<file path="config.mk">
export PLATFORM = sky130hd
export DESIGN_NAME = data_mem_ctrl
export DESIGN_NICKNAME = d
export VERILOG_FILES = /design/src/rtl/data_mem_ctrl.sv
export SDC_FILE = /design/constraint.sdc
export NUM_CORES = 1
export LEC_CHECK = 0
export BUFFER_PORTS_ARGS = -buffer_cell sky130_fd_sc_hd__buf_2
export CAP_MARGIN = 20
export CORE_MARGIN = 2
export CORE_UTILIZATION = 53
export CTS_CLUSTER_SIZE = 28
export DETAILED_ROUTE_END_ITERATION = 6
export PLACE_DENSITY = 0.78
export SLEW_MARGIN = 20
export SYNTH_ARGS = -nofsm -noshare
export SYNTH_HDL_FRONTEND = slang
export SYNTH_SLANG_ARGS = --single-unit
export TNS_END_PERCENT = 10
</file>
<file path="constraint.sdc">
create_clock -name clk -period 4.85 [get_ports clk]
set_input_delay 0.97 -clock clk [delete_from_list [all_inputs] [get_ports clk]]
set_output_delay 0.97 -clock clk [all_outputs]
set_load 0.01 [all_outputs]
</file>
<file path="src/rtl/data_mem_ctrl.sv">
// rtl/data_mem_ctrl.sv - parametrised single-port data memory with clear-on-reset and request handshake
//
// Ports:
//   clk, rst           rising-edge clock, synchronous active-high reset
//   req_valid/ready    request handshake; a request is taken when both are high
//   WriteEnable        1 = store, 0 = load (sampled on an accepted request)
//   addr_in            byte address; must be word aligned and within DEPTH words
//   data_in, byte_en   store data and per-byte lane mask
//   data_out, rd_valid registered load data and its one-cycle valid pulse
//   addr_err           one-cycle pulse after an accepted misaligned/out-of-range request
//   init_busy          high while the post-reset clear sequence runs
module data_mem_ctrl #(
  parameter int DATA_W = 16,
  parameter int DEPTH  = 16,
  parameter int ADDR_W = 16
) (
  input  logic                clk,
  input  logic                rst,
  input  logic                req_valid,
  output logic                req_ready,
  input  logic                WriteEnable,
  input  logic [ADDR_W-1:0]   addr_in,
  input  logic [DATA_W-1:0]   data_in,
  input  logic [DATA_W/8-1:0] byte_en,
  output logic [DATA_W-1:0]   data_out,
  output logic                rd_valid,
  output logic                addr_err,
  output logic                init_busy
);

  localparam int BYTES = DATA_W / 8;
  localparam int OFF_W = $clog2(BYTES);
  localparam int IDX_W = $clog2(DEPTH);
  localparam int TOP_LSB = OFF_W + IDX_W;

  typedef enum logic {
    ST_INIT = 1'b0,
    ST_RUN  = 1'b1
  } state_t;

  state_t             state_q;
  state_t             state_d;
  logic [IDX_W-1:0]   clr_ptr;
  logic [DATA_W-1:0]  mem [DEPTH];

  logic [IDX_W-1:0]   idx;
  logic [OFF_W-1:0]   off;
  logic               misaligned;
  logic               out_of_range;
  logic               req_err;
  logic               accept;
  logic               do_store;
  logic               do_load;

  // Address decode: word index sits just above the byte-offset bits;
  // anything set above the index means the word does not exist.
  assign idx          = addr_in[TOP_LSB-1:OFF_W];
  assign off          = addr_in[OFF_W-1:0];
  assign misaligned   = (off != '0);
  assign out_of_range = ((addr_in >> TOP_LSB) != '0);
  assign req_err      = misaligned || out_of_range;

  assign accept   = req_valid && req_ready;
  assign do_store = accept && WriteEnable && !req_err;
  assign do_load  = accept && !WriteEnable && !req_err;

  // State register and clear pointer
  always_ff @(posedge clk) begin
    if (rst) begin
      state_q <= ST_INIT;
      clr_ptr <= '0;
    end else begin
      state_q <= state_d;
      if (state_q == ST_INIT) begin
        clr_ptr <= clr_ptr + 1'b1;
      end
    end
  end

  // Next state and state-decoded outputs; req_ready depends on state only
  always_comb begin
    state_d   = state_q;
    req_ready = 1'b0;
    init_busy = 1'b0;
    case (state_q)
      ST_INIT: begin
        init_busy = 1'b1;
        if (clr_ptr == IDX_W'(DEPTH - 1)) begin
          state_d = ST_RUN;
        end
      end
      ST_RUN: begin
        req_ready = 1'b1;
      end
      default: begin
        state_d = ST_INIT;
      end
    endcase
  end

  // Storage: clearing owns the array in INIT, so requests cannot race it.
  // While rst is held the pointer is pinned at 0, hence only word 0 is written.
  always_ff @(posedge clk) begin
    if (rst) begin
      mem[0] <= '0;
    end else if (state_q == ST_INIT) begin
      mem[clr_ptr] <= '0;
    end else if (do_store) begin
      for (int k = 0; k < BYTES; k++) begin
        if (byte_en[k]) begin
          mem[idx][8*k +: 8] <= data_in[8*k +: 8];
        end
      end
    end
  end

  // Response path: single-cycle load latency; errors leave data_out untouched
  always_ff @(posedge clk) begin
    if (rst) begin
      data_out <= '0;
      rd_valid <= 1'b0;
      addr_err <= 1'b0;
    end else begin
      rd_valid <= do_load;
      addr_err <= accept && req_err;
      if (do_load) begin
        data_out <= mem[idx];
      end
    end
  end

endmodule

</file>
# After elaboration in Yosys (flattened, before gate mapping)
# Memories as Yosys holds them, arrays and structs flattened. A register that Yosys moved wholly into a read port is not among the register bits.
# Index checks and enable logic that the tools add are counted.
# word_totals
reg_bits,7
ramBits,256
output_inout_bits,20
wordCells,43
n_memories,1
# mem_list
name,words,word_bits,read_ports,rd_clocked_by_memory_dff,wr,line_no,rtl
mem,16,16,1,1,1,44,logic [DATA_W-1:0] mem [DEPTH];
# op_classes
addsub,1
eq_ne,1
muxes,24
reduce_logical,12
# op_table
cell,n
16-bit two-way mux,2
16-bit OR reduction,2
1-bit two-way mux,19
16-bit nonzero test,1
4-bit two-way mux,2
1-bit logical AND,6
"4-bit by 1-bit adder with 4-bit output, second input constant",1
"4-bit == test, second input constant",1
1-bit logical NOT,2
2-bit two-way mux,1
1-bit logical OR,1

# Longest topological paths before layout
# depth
depth_word,10
depth_mapped,7
ltp_nobuf,4

# Worst setup path after synthesis
# Ideal clock, no wire load.
# synth_timing
kind,input to register
start,in addr_in[2]
end,"mem mem[6][10], enable pin"
arrival_time_ps,2857
required_time_ps,4455
path_slack_ps,1598
stages,6
cell_sequence,buf_2 > buf_6 > buf_4 > buf_4 > a31oi_2 > nor4_1
# synth_via
elab_chain_cells,1
# synth_lines
item,line_no,rtl
start: declaration,22,"input logic [ADDR_W-1:0] addr_in,"
4-bit two-way mux (no source line),n/a,
end: declaration,44,
# No other way between the ends.

# Worst setup path after layout
# layout_timing
start,in addr_in[14]
end,"mem mem[13][4], enable pin"
# layout_via
elab_chain_cells,10
word_cells_on_any_way,15
classes_between,mux (10); reduce/logical (5)
# layout_lines
item,line_no,rtl
16-bit nonzero test (*),60,assign out_of_range = ((addr_in >> TOP_LSB) != '0);
1-bit logical OR (*),61,assign req_err = misaligned || out_of_range;
1-bit logical NOT (*),64,assign do_store = accept && WriteEnable && !req_err;
1-bit logical AND (*),64,
1-bit two-way mux,108,end else if (do_store) begin
1-bit two-way mux,106,end else if (state_q == ST_INIT) begin
1-bit two-way mux,104,if (rst) begin
1-bit two-way mux (not written as such),111,mem[idx][8*k +: 8] <= data_in[8*k +: 8];
16-bit OR reduction (no source line),n/a,
4-bit two-way mux (no source line) / 2-bit two-way mux (equally long branches),n/a,
# Every way passes the cells marked *; elsewhere a longest branch is shown, timed or not.

==> flow_summary_export.csv <==
group,metric,value,unit
status,status,"finished, final reports clean",
setup_path,critical_path.reg2reg.endpoint,"mem[12][5]",
setup_path,crit_fanout,25,
synth,ys_seq_elements,279,
drt,drc_errors,0,
pwr,p_leak,3.758,nW
drt,drt-initial-drc-count,577,
die,start_util,53.76,%
synth,yosysTopAreaCell,"edfxtp_1",
clock_tree,clk_root_buffer_cell,"clkbuf_16",
hold_path,min_to,"data_out[9]",
drt,antenna_left,0,
sta,finalSetupViolations,0,
sta,slew_headroom,29.36,%
setup_path,criticalPathCategory,"in -> reg",
sta,finalHoldViolCount,0,
sta,rsz0062_at_grt,"false",
placed_design,hpwl,15.15,mm
setup_path,required,4990,ps
clock_tree,cts_resized,0,
die,coreArea,0.02096,mm²
placed_design,gp_congestion,0.8412,
die,io_pins,58,
sta,tightest_slew,1060,ps
cells_and_area,final_cell_mix,"256 x edfxtp_1, 64 x mux4_2, 56 x buf_2, 27 x clkbuf_16, 25 x buf_4",
cells_and_area,fillCellCount,1456,
die,die_w,149.8,µm
setup_path,critPathBufInv,1,
setup_path,reg2reg_slack,1480,ps
synth,ys.warnings.count,0,
setup_path,crit_path_cell_trace,"buf_2, nor4_4, and3_1, a41oi_4, nor4_2",
cells_and_area,stdcell_count,922,
synth,post-synth-top-area-fraction,68.24,%
hold_path,worst_hold_startpoint,"data_out[9]",
synth,ys_async_sr_fraction,0,%
global_routing,grtUsageTotal,21.35,%
clock_tree,cts_made_buffers,27,
setup_path,cp_slowest_stage_delay,950,ps
drt,avgViaCountPerCell,6.334,
sta,fin_crit_sh,74.22,%
setup_path,cp_top_family,"simple AND/OR/NAND/NOR gates",
run,maxCapViolations,0,
cells_and_area,antennaDiodeCount,0,
cells_and_area,final-seq-area,0.008148,mm²
synth,synth_area_leaders,"edfxtp_1 68%, mux4_2 13%, dfxtp_1 4.1%",
setup_path,r2r.worst_path.cells,4,
global_routing,overflow,0,
setup_path,crit_path_top_delay_cell,"nor4_2",
synth,synth_edf_count,256,
hold_path,worstHoldPathType,"reg -> reg",
setup_path,critPathCaptureType,"register",
placed_design,dp_cells,873,
synth,syn-num-nets,588,
synth,synth_cells,549,
setup_path,cp.arrival,3740,ps
global_routing,grt_first_pass_wirelength,35.67,mm
global_routing,first_global_vias,6023,
drt,wirelength,23.37,mm
pwr,power,4.943,mW
global_routing,antenna_found_initial,0,
drt,wl_per_cell,25.35,µm
hold_path,whs_path_depth,2,
cells_and_area,mostFrequentLayoutCell,"edfxtp_1",
clock_tree,hold_buffers,0,
cells_and_area,nets,666,
synth,synthFlopType,"edfxtp_1",
clock_tree,cts.clk_slew.worst_paths,60,ps
die,die_y,149.8,µm
sta,finClkSkew,12.89,ps
clock_tree,cts_num_sinks,279,
setup_path,r2r-start,"state_q",
pwr,p_per_area,385.9,mW/mm²
die,core.rowCount,53,
clock_tree,htreeDepth,1,
pwr,ir_drop,0.2343,mV
setup_path,start_kind,"input pin",
synth,ys_seq_area_share,72.32,%
placed_design,port_buffers,57,
sta,fin_setup_tns,0,ps
cells_and_area,area_growth_syn_to_layout,13.69,%
sta,max_freq,277.8,MHz
synth,post_synth_num_cell_types,50,
cells_and_area,drive_gt1_share,36.17,%
synth,avgSynthCellArea,20.52,µm²
clock_tree,ctsLongestPathBuffers,3,
clock_tree,clkLatencyLatePin,520,ps
clock_tree,tritoncts,"built",
sta,fin_crit,3600,ps
sta,drv_slew,0,
cells_and_area,multi_input_area,0.002933,mm²
drt,num_vias,5840,
drt,first_pass_iters,5,
clock_tree,post-cts-setup-buffers,0,
global_routing,grt_max_degree,51,
die,dieArea,0.02244,mm²
synth,syn_area,0.01127,mm²
-- synth_stat cells (all sizes together) (2+ instances only) --
cell type,instances
edfxtp,256
mux4,64
nor3,8
o31ai,2
nand2,5
o221ai,2
nand3,4
clkbuf,11
a41oi,4
nor3b,3
nand4,2
and3,17
nor2,8
mux2,16
nor4b,2
a32oi,15
inv,3
xor2,2
nor2b,9
a31o,2
dfxtp,23
a31oi,3
nor4,19
o21ai,20
buf,21
mux2i,17
-- stage by stage --
| step | setup slack [ps] | area [µm²] | hold WS, ps | utilization, % |
|---|---|---|---|---|
| 6_report | 1250 | 12810 | 492.6 | 61.12 |
| 5_1_grt | 1077 | 12810 | 524.5 | 61.12 |
| 4_1_cts | 1277 | 12810 | 495.9 | 61.12 |
| 3_5_place_dp | 751.8 | 11900 | 479.2 | 56.81 |
| 3_3_place_gp | 959.4 | 11900 | 460.0 | 56.81 |
| 2_1_floorplan | 1598 | 11270 | 488.8 | - |
-- sequential cells by signal (all words and copies together) (netlist names) --
register and count:
addr_err 1, clr_ptr 4, data_out 16, mem 256, rd_valid 1, state_q 1
-- report_power, final --
group          leakage [nW]  switching (mW)  total, mW  internal (mW)
logic                  1.18           0.111      0.196         0.0849
registers              2.13          0.0124       2.64           2.63
clock network         0.446           0.832       2.10           1.27
total                  3.76           0.955       4.94           3.99
-- worst reg2reg max path, delay by kind of cell, from the launching register on --
family | cells | cell delay [ps]
AO/OA/AOI/OAI | 2 | 1210
AND/OR/NAND/NOR | 2 | 1140
flip-flops | 1 | 640
-- layout make-up --
class	instances	share of cell area, %
flip-flops and latches	279	63.61
multi-input cells	235	22.90
clock buffers	33	5.685
repair buffers	81	3.653
well taps	275	2.686
clock inverters	16	1.377
inverters	3	0.08792
-- kinds of logic after synthesis --
logic type / synth area share (%)
adders and majority gates: 0.1110
AOI/OAI and AO/OA: 4.032
muxes: 15.90
and+or+nand+nor: 5.697
DFF: 72.32
xor gates and xnor gates: 0.2333
buffers and inverters: 1.699
-- layer usage --
layer | up-vias | routed length [µm] | global-route usage, %
met5 | - | 0 | 0
met4 | 0 | 400 | 5.189
met3 | 33 | 1497 | 2.927
met2 | 243 | 11950 | 35.89
met1 | 3089 | 9527 | 30.14
li1 | 2475 | - | -
-- worst max-delay path by stage --
stage / from / end / slack, ps / depth (start not counted)
floorplan: addr_in[2] / mem[6][10] / 1600 / 6
global placement: addr_in[6] / mem[13][0] / 960 / 5
detailed placement: addr_in[14] / mem[12][0] / 750 / 5
CTS: addr_in[14] / mem[12][5] / 1280 / 5
global route: addr_in[10] / mem[12][5] / 1080 / 5
finish: addr_in[14] / mem[13][4] / 1250 / 5
Note: power is estimated with default switching activity, not from simulation.
